$ cat config.mk
export PLATFORM = sky130hd
export DESIGN_NAME = lut_burst_reader_flat
export DESIGN_NICKNAME = d
export VERILOG_FILES = /design/src/rtl/lut_burst_reader_if.sv /design/src/rtl/lut_burst_reader.sv /design/src/flat_wrapper.sv
export SDC_FILE = /design/constraint.sdc
export NUM_CORES = 1
export LEC_CHECK = 0
export CAP_MARGIN = 20
export CORE_ASPECT_RATIO = 0.7
export CORE_MARGIN = 2
export CORE_UTILIZATION = 45
export DETAILED_ROUTE_END_ITERATION = 12
export DONT_BUFFER_PORTS = 1
export SETUP_SLACK_MARGIN = 0.15
export SLEW_MARGIN = 20
export SYNTH_ARGS = -nofsm -noshare
export SYNTH_HDL_FRONTEND = slang
export SYNTH_SLANG_ARGS = --single-unit
$ cat constraint.sdc
create_clock -name i_clk -period 3.18 [get_ports i_clk]
set_clock_uncertainty 0.15 [all_clocks]
set_input_delay 0.318 -clock i_clk [delete_from_list [all_inputs] [get_ports i_clk]]
set_output_delay 0.318 -clock i_clk [all_outputs]
set_load 0.03 [all_outputs]
$ cat src/rtl/lut_burst_reader_if.sv
// rtl/lut_burst_reader_if.sv - request, memory and output-stream signals of the burst reader
interface lut_burst_reader_if #(
    parameter int DATA_WIDTH = 8,
    parameter int ADDR_WIDTH = 6,
    parameter int LEN_WIDTH  = ADDR_WIDTH + 1
);
    logic                  i_start;
    logic [ADDR_WIDTH-1:0] i_base_addr;
    logic [LEN_WIDTH-1:0]  i_len;
    logic                  o_busy;
    logic                  o_done;
    logic [ADDR_WIDTH-1:0] o_mem_addr;
    logic [DATA_WIDTH-1:0] i_mem_rdata;
    logic [DATA_WIDTH-1:0] o_data;
    logic                  o_valid;
    logic                  i_ready;

    modport master (
        output i_start, i_base_addr, i_len, i_mem_rdata, i_ready,
        input  o_busy, o_done, o_mem_addr, o_data, o_valid
    );

    modport slave (
        input  i_start, i_base_addr, i_len, i_mem_rdata, i_ready,
        output o_busy, o_done, o_mem_addr, o_data, o_valid
    );
endinterface

$ cat src/rtl/lut_burst_reader.sv
// rtl/lut_burst_reader.sv - burst read sequencer for registered-address lookup memories
module lut_burst_reader #(
    parameter int DATA_WIDTH = 8,
    parameter int ADDR_WIDTH = 6,
    parameter int LEN_WIDTH  = ADDR_WIDTH + 1
) (
    input  logic              i_clk,
    input  logic              i_rst_n,
    lut_burst_reader_if.slave bus
);
    typedef enum logic [1:0] {S_IDLE, S_RUN, S_DONE} state_e;

    localparam logic [ADDR_WIDTH-1:0] ADDR_ONE = 1;
    localparam logic [LEN_WIDTH-1:0]  LEN_ONE  = 1;

    state_e                state_q, state_d;
    logic [ADDR_WIDTH-1:0] ptr_q, ptr_d;
    logic [LEN_WIDTH-1:0]  issue_left_q, issue_left_d;
    logic [LEN_WIDTH-1:0]  out_left_q, out_left_d;
    logic                  inflight_q;
    logic [DATA_WIDTH-1:0] buf_q [2];
    logic                  rd_idx_q, wr_idx_q;
    logic [1:0]            occ_q;

    logic       pop, push, issue;
    logic [2:0] level;

    assign pop  = (occ_q != 2'd0) && bus.i_ready;
    assign push = inflight_q;
    // Occupancy one cycle ahead, counting the word already requested from memory.
    assign level = {1'b0, occ_q} + {2'b00, inflight_q} - {2'b00, pop};
    assign issue = (state_q == S_RUN) && (issue_left_q != '0) && (level <= 3'd1);

    always_comb begin
        state_d      = state_q;
        ptr_d        = ptr_q;
        issue_left_d = issue_left_q;
        out_left_d   = out_left_q;
        case (state_q)
            S_IDLE: begin
                if (bus.i_start) begin
                    ptr_d        = bus.i_base_addr;
                    issue_left_d = bus.i_len;
                    out_left_d   = bus.i_len;
                    state_d      = (bus.i_len != '0) ? S_RUN : S_DONE;
                end
            end
            S_RUN: begin
                if (issue) begin
                    ptr_d        = ptr_q + ADDR_ONE;
                    issue_left_d = issue_left_q - LEN_ONE;
                end
                if (pop) begin
                    out_left_d = out_left_q - LEN_ONE;
                    if (out_left_q == LEN_ONE) begin
                        state_d = S_DONE;
                    end
                end
            end
            S_DONE:  state_d = S_IDLE;
            default: state_d = S_IDLE;
        endcase
    end

    always_ff @(posedge i_clk or negedge i_rst_n) begin
        if (!i_rst_n) begin
            state_q      <= S_IDLE;
            ptr_q        <= '0;
            issue_left_q <= '0;
            out_left_q   <= '0;
            inflight_q   <= 1'b0;
        end else begin
            state_q      <= state_d;
            ptr_q        <= ptr_d;
            issue_left_q <= issue_left_d;
            out_left_q   <= out_left_d;
            inflight_q   <= issue;
        end
    end

    always_ff @(posedge i_clk or negedge i_rst_n) begin
        if (!i_rst_n) begin
            buf_q[0] <= '0;
            buf_q[1] <= '0;
            rd_idx_q <= 1'b0;
            wr_idx_q <= 1'b0;
            occ_q    <= 2'd0;
        end else begin
            if (push) begin
                buf_q[wr_idx_q] <= bus.i_mem_rdata;
                wr_idx_q        <= ~wr_idx_q;
            end
            if (pop) begin
                rd_idx_q <= ~rd_idx_q;
            end
            case ({push, pop})
                2'b10:   occ_q <= occ_q + 2'd1;
                2'b01:   occ_q <= occ_q - 2'd1;
                default: occ_q <= occ_q;
            endcase
        end
    end

    assign bus.o_busy     = (state_q != S_IDLE);
    assign bus.o_done     = (state_q == S_DONE);
    assign bus.o_mem_addr = ptr_q;
    assign bus.o_valid    = (occ_q != 2'd0);
    assign bus.o_data     = buf_q[rd_idx_q];
endmodule

$ cat src/flat_wrapper.sv
// flat-port wrapper written by rule: the top's interface ports become plain ports
module lut_burst_reader_flat 
#(
    parameter int DATA_WIDTH = 8,
    parameter int ADDR_WIDTH = 6,
    parameter int LEN_WIDTH  = ADDR_WIDTH + 1
)
  (i_clk, i_rst_n, bus_i_start, bus_i_base_addr, bus_i_len, bus_i_mem_rdata, bus_i_ready, bus_o_busy, bus_o_done, bus_o_mem_addr, bus_o_data, bus_o_valid);
  lut_burst_reader_if #(.DATA_WIDTH(DATA_WIDTH), .ADDR_WIDTH(ADDR_WIDTH), .LEN_WIDTH(LEN_WIDTH)) bus_i ();
  input  logic i_clk;
  input  logic i_rst_n;
  input wire logic [$bits(bus_i.i_start)-1:0] bus_i_start;
  input wire logic [$bits(bus_i.i_base_addr)-1:0] bus_i_base_addr;
  input wire logic [$bits(bus_i.i_len)-1:0] bus_i_len;
  input wire logic [$bits(bus_i.i_mem_rdata)-1:0] bus_i_mem_rdata;
  input wire logic [$bits(bus_i.i_ready)-1:0] bus_i_ready;
  output wire logic [$bits(bus_i.o_busy)-1:0] bus_o_busy;
  output wire logic [$bits(bus_i.o_done)-1:0] bus_o_done;
  output wire logic [$bits(bus_i.o_mem_addr)-1:0] bus_o_mem_addr;
  output wire logic [$bits(bus_i.o_data)-1:0] bus_o_data;
  output wire logic [$bits(bus_i.o_valid)-1:0] bus_o_valid;
  assign bus_i.i_start = bus_i_start;
  assign bus_i.i_base_addr = bus_i_base_addr;
  assign bus_i.i_len = bus_i_len;
  assign bus_i.i_mem_rdata = bus_i_mem_rdata;
  assign bus_i.i_ready = bus_i_ready;
  assign bus_o_busy = bus_i.o_busy;
  assign bus_o_done = bus_i.o_done;
  assign bus_o_mem_addr = bus_i.o_mem_addr;
  assign bus_o_data = bus_i.o_data;
  assign bus_o_valid = bus_i.o_valid;
  lut_burst_reader #(.DATA_WIDTH(DATA_WIDTH), .ADDR_WIDTH(ADDR_WIDTH), .LEN_WIDTH(LEN_WIDTH)) u_core (.i_clk(i_clk), .i_rst_n(i_rst_n), .bus(bus_i));
endmodule
==> results of run 1 <==
-- state kept, by name (all words and copies together), names as in the netlist --
signal and count:
u_core.buf_q 16, u_core.bus.o_mem_addr 6, u_core.inflight_q 1, u_core.issue_left_q 7
u_core.occ_q 2, u_core.out_left_q 7, u_core.rd_idx_q 1, u_core.state_q 2
u_core.wr_idx_q 1
-- how the worst max path moves through the flow --
stage | from | endpoint | depth (start not counted)
final | u_core.occ_q[0] | u_core.issue_left_q[1] | 12
after global routing | u_core.occ_q[0] | u_core.issue_left_q[1] | 12
after CTS | u_core.occ_q[0] | u_core.issue_left_q[1] | 12
after detailed placement | u_core.occ_q[0] | u_core.issue_left_q[1] | 12
after global placement | u_core.occ_q[0] | u_core.issue_left_q[1] | 12
after floorplan | u_core.occ_q[0] | u_core.bus.o_mem_addr[1] | 11
-- timing repair --
action,in CTS,in global routing
endpoints found under the hold margin,44,11
buffers inserted,0,1
hold buffers,3,7
resized for setup,0,1
setup endpoints to repair,0,6
-- cells in the final DEF (no fill, tap or decap), types with 5 or more instances in the layout --
cell type / instances
a21oi_1: 12
buf_4: 6
clkbuf_8: 5
dfrtp_1: 43
dlygate4sd3_1: 9
ha_1: 7
inv_1: 14
mux2_2: 26
nand2_1: 8
nor2_1: 15
nor4_1: 6
o21ai_0: 8
-- synth_stat cells (2+ instances only) --
cell type	n
a211o_1	4
a211oi_1	2
a21o_1	3
a21oi_1	12
a2bb2oi_1	2
a311oi_1	3
a31oi_1	2
a32o_1	4
and3_1	2
buf_1	3
clkbuf_1	6
dfrtp_1	43
ha_1	8
inv_1	15
mux2_2	26
mux2_4	2
mux2i_1	3
nand2_1	8
nand2b_1	4
nand3_1	4
nand4_1	3
nor2_1	15
nor2b_1	2
nor3_1	2
nor4_1	6
o211ai_1	2
o21ai_0	9
o22a_1	4
o22ai_1	4
o31ai_1	2
or2_2	2
or4_1	2
xnor2_1	3
xor2_1	3
-- cells by family after synthesis --
family	share of synthesized area (%)
simple gates	11.9
mux	14.3
buf+inv	4.22
xor+xnor	2.13
compound gates	18.8
flops	43.7
fa+ha+maj	4.88
-- metal layers --
layer	vias to the layer above	GRT usage [%]	wire (microns)	share of wire (%)
met4	0	6.72	76	1.4
met2	48	26.1	2320	42
li1	881	-	-	-
met5	-	0	0	0
met1	889	31.1	2830	50
met3	8	4.45	369	6.6
-- metrics by stage --
| stage | worst slack, ps | power [uW] | util, % | hold WS, ps |
|---|---|---|---|---|
| floorplan | 213 | 2590 | - | -128 |
| global placement | 331 | 2930 | 48.9 | -126 |
| detailed placement | 251 | 2960 | 48.9 | -126 |
| CTS | 231 | 3500 | 52.3 | 0.0557 |
| global route | 145 | 3800 | 53.9 | 0.199 |
| finish | 276 | 3530 | 53.9 | 9.39 |
-- power breakdown --
part	total [uW]	switching [uW]	leakage, uW	internal, uW
Combinational	1810	997	0.000623	814
Sequential	1210	380	0.000501	828
Clock	510	196	0.0000654	314
-- area by class of cell --
cell class / count / area [sq um] / area share [%]
Clock buffer: 6 / 72.6 / 2.56
Clock inverter: 2 / 60.1 / 2.12
Inverter: 16 / 60.1 / 2.12
Multi-Input combinational cell: 162 / 1300 / 45.9
Sequential cell: 43 / 1080 / 38.0
Tap cell: 72 / 90.1 / 3.18
Timing Repair Buffer: 17 / 174 / 6.14
-- worst max-delay path: stages, from the launching register on --
cell,delay [ps]
dfrtp_1,390
o21ai_2,180
inv_2,90
ha_4,250
inv_1,70
ha_1,140
inv_1,50
fa_1,500
inv_1,70
a311oi_4,270
buf_6,180
a21o_4,160
mux2_4,300
==> flow_metrics.tcl, run 1 <==
set metrics [dict create \
    outcome "complete, no violations" \
    grt_use_total_pct 19.7 \
    period_minus_slack_ps 2900 \
    yosysWarnings 0 \
    r2r_cells 12 \
    reg2reg_slack_ps 280 \
    drt_iter0_markers 110 \
    p_per_area_mw_per_mm2 1250 \
    clk_pin_slew_ps 80 \
    cp-end-kind "flip-flop" \
    grt_pass1_wl_mm 9.14 \
    clock_latency_ps 300 \
    worstSetupPathType "flip-flop to flip-flop" \
    hold_viol 0 \
    clock_path_buffers 2 \
    critPathArrivalTime_ps 2950 \
    drtAntennaViolNets 0 \
    final_cells 318 \
    cts_tree "built" \
    synth_area_per_cell_sq_um 10.6 \
    drcViolationCount 0 \
    layout-drive-gt1-share_pct 23.2 \
    dp.cells 299 \
    cts-root-buf "clkbuf_8" \
    filler_cell_count 470 \
    crit_required_ps 3220 \
    slew_headroom_pct 50.9 \
    area_delta_synth_final_pct 15.0 \
    drt-total-wl_mm 5.60 \
    io_buffers 0 \
    synth_edf_count 0 \
    htreeDepth 2 \
    cp_max_fo 8 \
    fmax_mhz 344 \
    holdPathEnd "u_core.buf_q[0]" \
    min_path_cells 1 \
    leakagePower_uw 0.00119 \
    hp-class "input pin to flip-flop" \
    clock_sinks 43 \
    fp.coreArea_sq_mm 0.00526 \
    syn_area_sq_mm 0.00246 \
    antenna_cells 0 \
    grt_pass1_vias 1753 \
    dr.pass1.iters 4 \
    dieArea_sq_mm 0.00609 \
    wl_per_cell_microns 17.6 \
    r2r-end "u_core.issue_left_q[1]" \
    dp_hpwl_mm 4.03 \
    tightest_slew_ps 733 \
    final.setup.tns_ps 0 \
    initial_core_util_pct 46.8 \
    setup_viol 0 \
    maxCapViolations 0 \
    synth.largest_area_cell "dfrtp_1" \
    pin_count 42 \
    fp.dieH_microns 65.9 \
    postPlaceCellArea_sq_mm 0.00257 \
    synth_top_area_share_pct 43.7 \
    startpoint_type "flip-flop" \
    ys_async_sr_fraction_pct 100 \
    cts-buffers-inserted 5 \
    overflow 0 \
    synth_nets 266 \
    ys_types 51 \
    antenna_found_initial 0 \
    synth.area.top_cells "dfrtp_1 (44%), mux2_2 (12%), ha_1 (4.1%), a21oi_1 (2.4%), inv_1 (2.3%)" \
    grt_max_degree 44 \
    reg2reg_from "u_core.occ_q[0]" \
    ir_drop_mv 0.606 \
    place_congestion 0.824 \
    synth_cells 232 \
    via_per_inst 5.74 \
    final_cell_area_sq_mm 0.00283 \
    min_from "bus_i_mem_rdata[0]" \
    fin_nets 279 \
    rows 22 \
    synth_top_flop_cell "dfrtp_1" \
    post-route-period-util_pct 91.3 \
    rsz0062_at_grt "false" \
    synth-seq-cells 43 \
    maxSlewViolCount 0 \
    via_count 1826 \
    seq_area_frac_synth_pct 43.7 \
    die_w_microns 92.4 \
]
Power figures use the tool's default switching activity.
==> run 2, diff against run 1 <==
--- a/config.mk
+++ b/config.mk
@@ -11,6 +11,7 @@
 export CORE_UTILIZATION = 45
 export DETAILED_ROUTE_END_ITERATION = 12
 export DONT_BUFFER_PORTS = 1
+export HOLD_SLACK_MARGIN = 0.06
 export SETUP_SLACK_MARGIN = 0.15
 export SLEW_MARGIN = 20
 export SYNTH_ARGS = -nofsm -noshare
==> run 2 against run 1 <==
  * First-iteration DRC count increased by 3.6%
  * Sequential share of layout area did not move
  * Final cell count unchanged
  * Combinational power hardly changed
  * Register-to-register slack about the same
  * Critical path type unchanged
  * Critical endpoint unchanged
  * Clock power hardly changed
  * Clock-buffer cell count is the same
  * Die area did not move
  * Final area did not move
==> flow_metrics.tcl, run 2 (synthesis gave the netlist of run 1 again) <==
set metrics [dict create \
    crit_chain "o21ai_2 > inv_2 > ha_4 > inv_1 > ha_1 > inv_1 > fa_1 > inv_1 > a311oi_4 > buf_6 > a21o_4 > mux2_4" \
    pin_count 42 \
    rows 22 \
    place_congestion 0.824 \
    cp-end-kind "flip-flop" \
    layout_commonest_cell "dfrtp_1" \
    rsz0062_at_grt "false" \
    grt_use_met3_pct 4.33 \
    dp.cells 299 \
    hold_viol 0 \
    antenna_cells 0 \
    p_per_area_mw_per_mm2 1250 \
    outcome "complete, no violations" \
    dr.pass1.iters 4 \
    overflow 0 \
    grt.met2_usage_pct 26.7 \
    wl_per_cell_microns 17.6 \
    io_buffers 0 \
    clk_pin_slew_ps 80 \
    htreeDepth 2 \
    cpPeakStageDelay_ps 500 \
    dp_hpwl_mm 4.03 \
    drtAntennaViolNets 0 \
    die_w_microns 92.4 \
    critPathSlowestCell "fa_1" \
    clockPowerShare_pct 14.5 \
    grt_max_degree 44 \
    drcViolationCount 0 \
    initial_core_util_pct 46.8 \
    maxSlewViolCount 0 \
    crit_top_cell "inv_1" \
    startpoint_type "flip-flop" \
    swShare_pct 44.6 \
    period_minus_slack_ps 2910 \
    dieArea_sq_mm 0.00609 \
    cts_tree "built" \
    final.setup.tns_ps 0 \
    via_per_inst 5.81 \
    layout-drive-gt1-share_pct 23.2 \
    grt_use_total_pct 19.9 \
    whs_ps 76.6 \
    top_register "u_core.buf_q" \
    final_cell_mix "dfrtp_1 (43), mux2_2 (26), nor2_1 (15), inv_1 (14), a21oi_1 (12)" \
    crit_required_ps 3220 \
    grtUsageMet1_pct 31.3 \
    fp.coreArea_sq_mm 0.00526 \
    ir_drop_mv 0.607 \
    cts-buffers-inserted 5 \
    grt_pass1_wl_mm 9.23 \
    cts-root-buf "clkbuf_8" \
    leakagePower_uw 0.00119 \
    clock_latency_ps 310 \
    fp.dieH_microns 65.9 \
    p_sw_uw 1570 \
    hp-class "input pin to flip-flop" \
    cp_max_fo 8 \
    area_delta_synth_final_pct 15.0 \
    worstSetupPathType "flip-flop to flip-flop" \
    busiest_layer "met1" \
    maxCapViolations 0 \
    pwr-share-seq_pct 34.1 \
    internal-power_uw 1960 \
    slew_headroom_pct 51.4 \
    largest_reg_flops 16 \
    seq_area_sq_mm 0.00108 \
    drt-total-wl_mm 5.60 \
    via_count 1847 \
    combPwrFrac_pct 51.4 \
    post-route-period-util_pct 91.5 \
    crit_buf_inv 5 \
    fin_nets 279 \
    filler_cell_count 473 \
    crit_family "adder cells" \
    antenna_found_initial 0 \
    tightest_slew_ps 726 \
    setup_viol 0 \
    grt_pass1_vias 1774 \
    drt_iter0_markers 114 \
    clock_path_buffers 2 \
    fmax_mhz 344 \
    critPathArrivalTime_ps 2950 \
    clock_sinks 43 \
    reg.largest.list "u_core.buf_q (16), u_core.issue_left_q (7), u_core.out_left_q (7)" \
    final_cells 318 \
    multi_input_area_sq_mm 0.00130 \
]
==> run 2: final timing paths <==
check	start	end	depth (start not counted)	slack, ps
setup / recovery	u_core.occ_q[0]	u_core.issue_left_q[1]	12	270
hold / removal	bus_i_len[2]	u_core.issue_left_q[2]	2	80
setup reg to reg	u_core.occ_q[0]	u_core.issue_left_q[1]	12	270
hold reg to reg	u_core.inflight_q	u_core.wr_idx_q	1	350
max in group asynchronous	i_rst_n	u_core.out_left_q[5]	2	2310
min in group asynchronous	i_rst_n	u_core.issue_left_q[0]	2	360
==> run 2: layout make-up <==
| class | count | area share [%] |
|---|---|---|
| Timing Repair Buffer | 17 | 6.14 |
| Tap cell | 72 | 3.18 |
| Clock inverter | 2 | 2.12 |
| Multi-Input combinational cell | 162 | 45.9 |
| Inverter | 16 | 2.12 |
| Clock buffer | 6 | 2.56 |
| Sequential cell | 43 | 38.0 |
==> run 2: worst reg2reg max path, stage by stage (launching register included) <==
cell	delay, ps
dfrtp_1	390
o21ai_2	180
inv_2	90
ha_4	250
inv_1	70
ha_1	140
inv_1	50
fa_1	500
inv_1	70
a311oi_4	280
buf_6	180
a21o_4	160
mux2_4	300
==> run 2: timing repair <==
item,CTS,global route
endpoints found under the hold margin,59,0
hold buffers,10,0
endpoints found under the setup margin,0,6
gates resized for setup,0,1
buffers inserted,0,1
==> run 2: stage by stage <==
step,worst slack [ps],utilization (%),cell area [sq um],power [uW]
finish,271,53.9,2830,3530
global route,145,53.9,2830,3790
CTS,231,53.6,2820,3510
detailed placement,251,48.9,2570,2960
global placement,331,48.9,2570,2930
floorplan,213,-,2480,2590
==> run 2: power by group through the flow <==
stage | Clock, uW | Combinational, uW | Sequential (uW)
after global routing | 549 | 1990 | 1260
final | 511 | 1810 | 1210
after detailed placement | 0 | 1750 | 1210
after floorplan | 0 | 1490 | 1100
after global placement | 0 | 1720 | 1210
after CTS | 523 | 1780 | 1200
==> run 2: metal layers <==
layer	vias to the layer above	part of all wire [%]
met2	43	42
met4	0	1.4
met3	8	5.2
met5	-	0
li1	881	-
met1	915	52
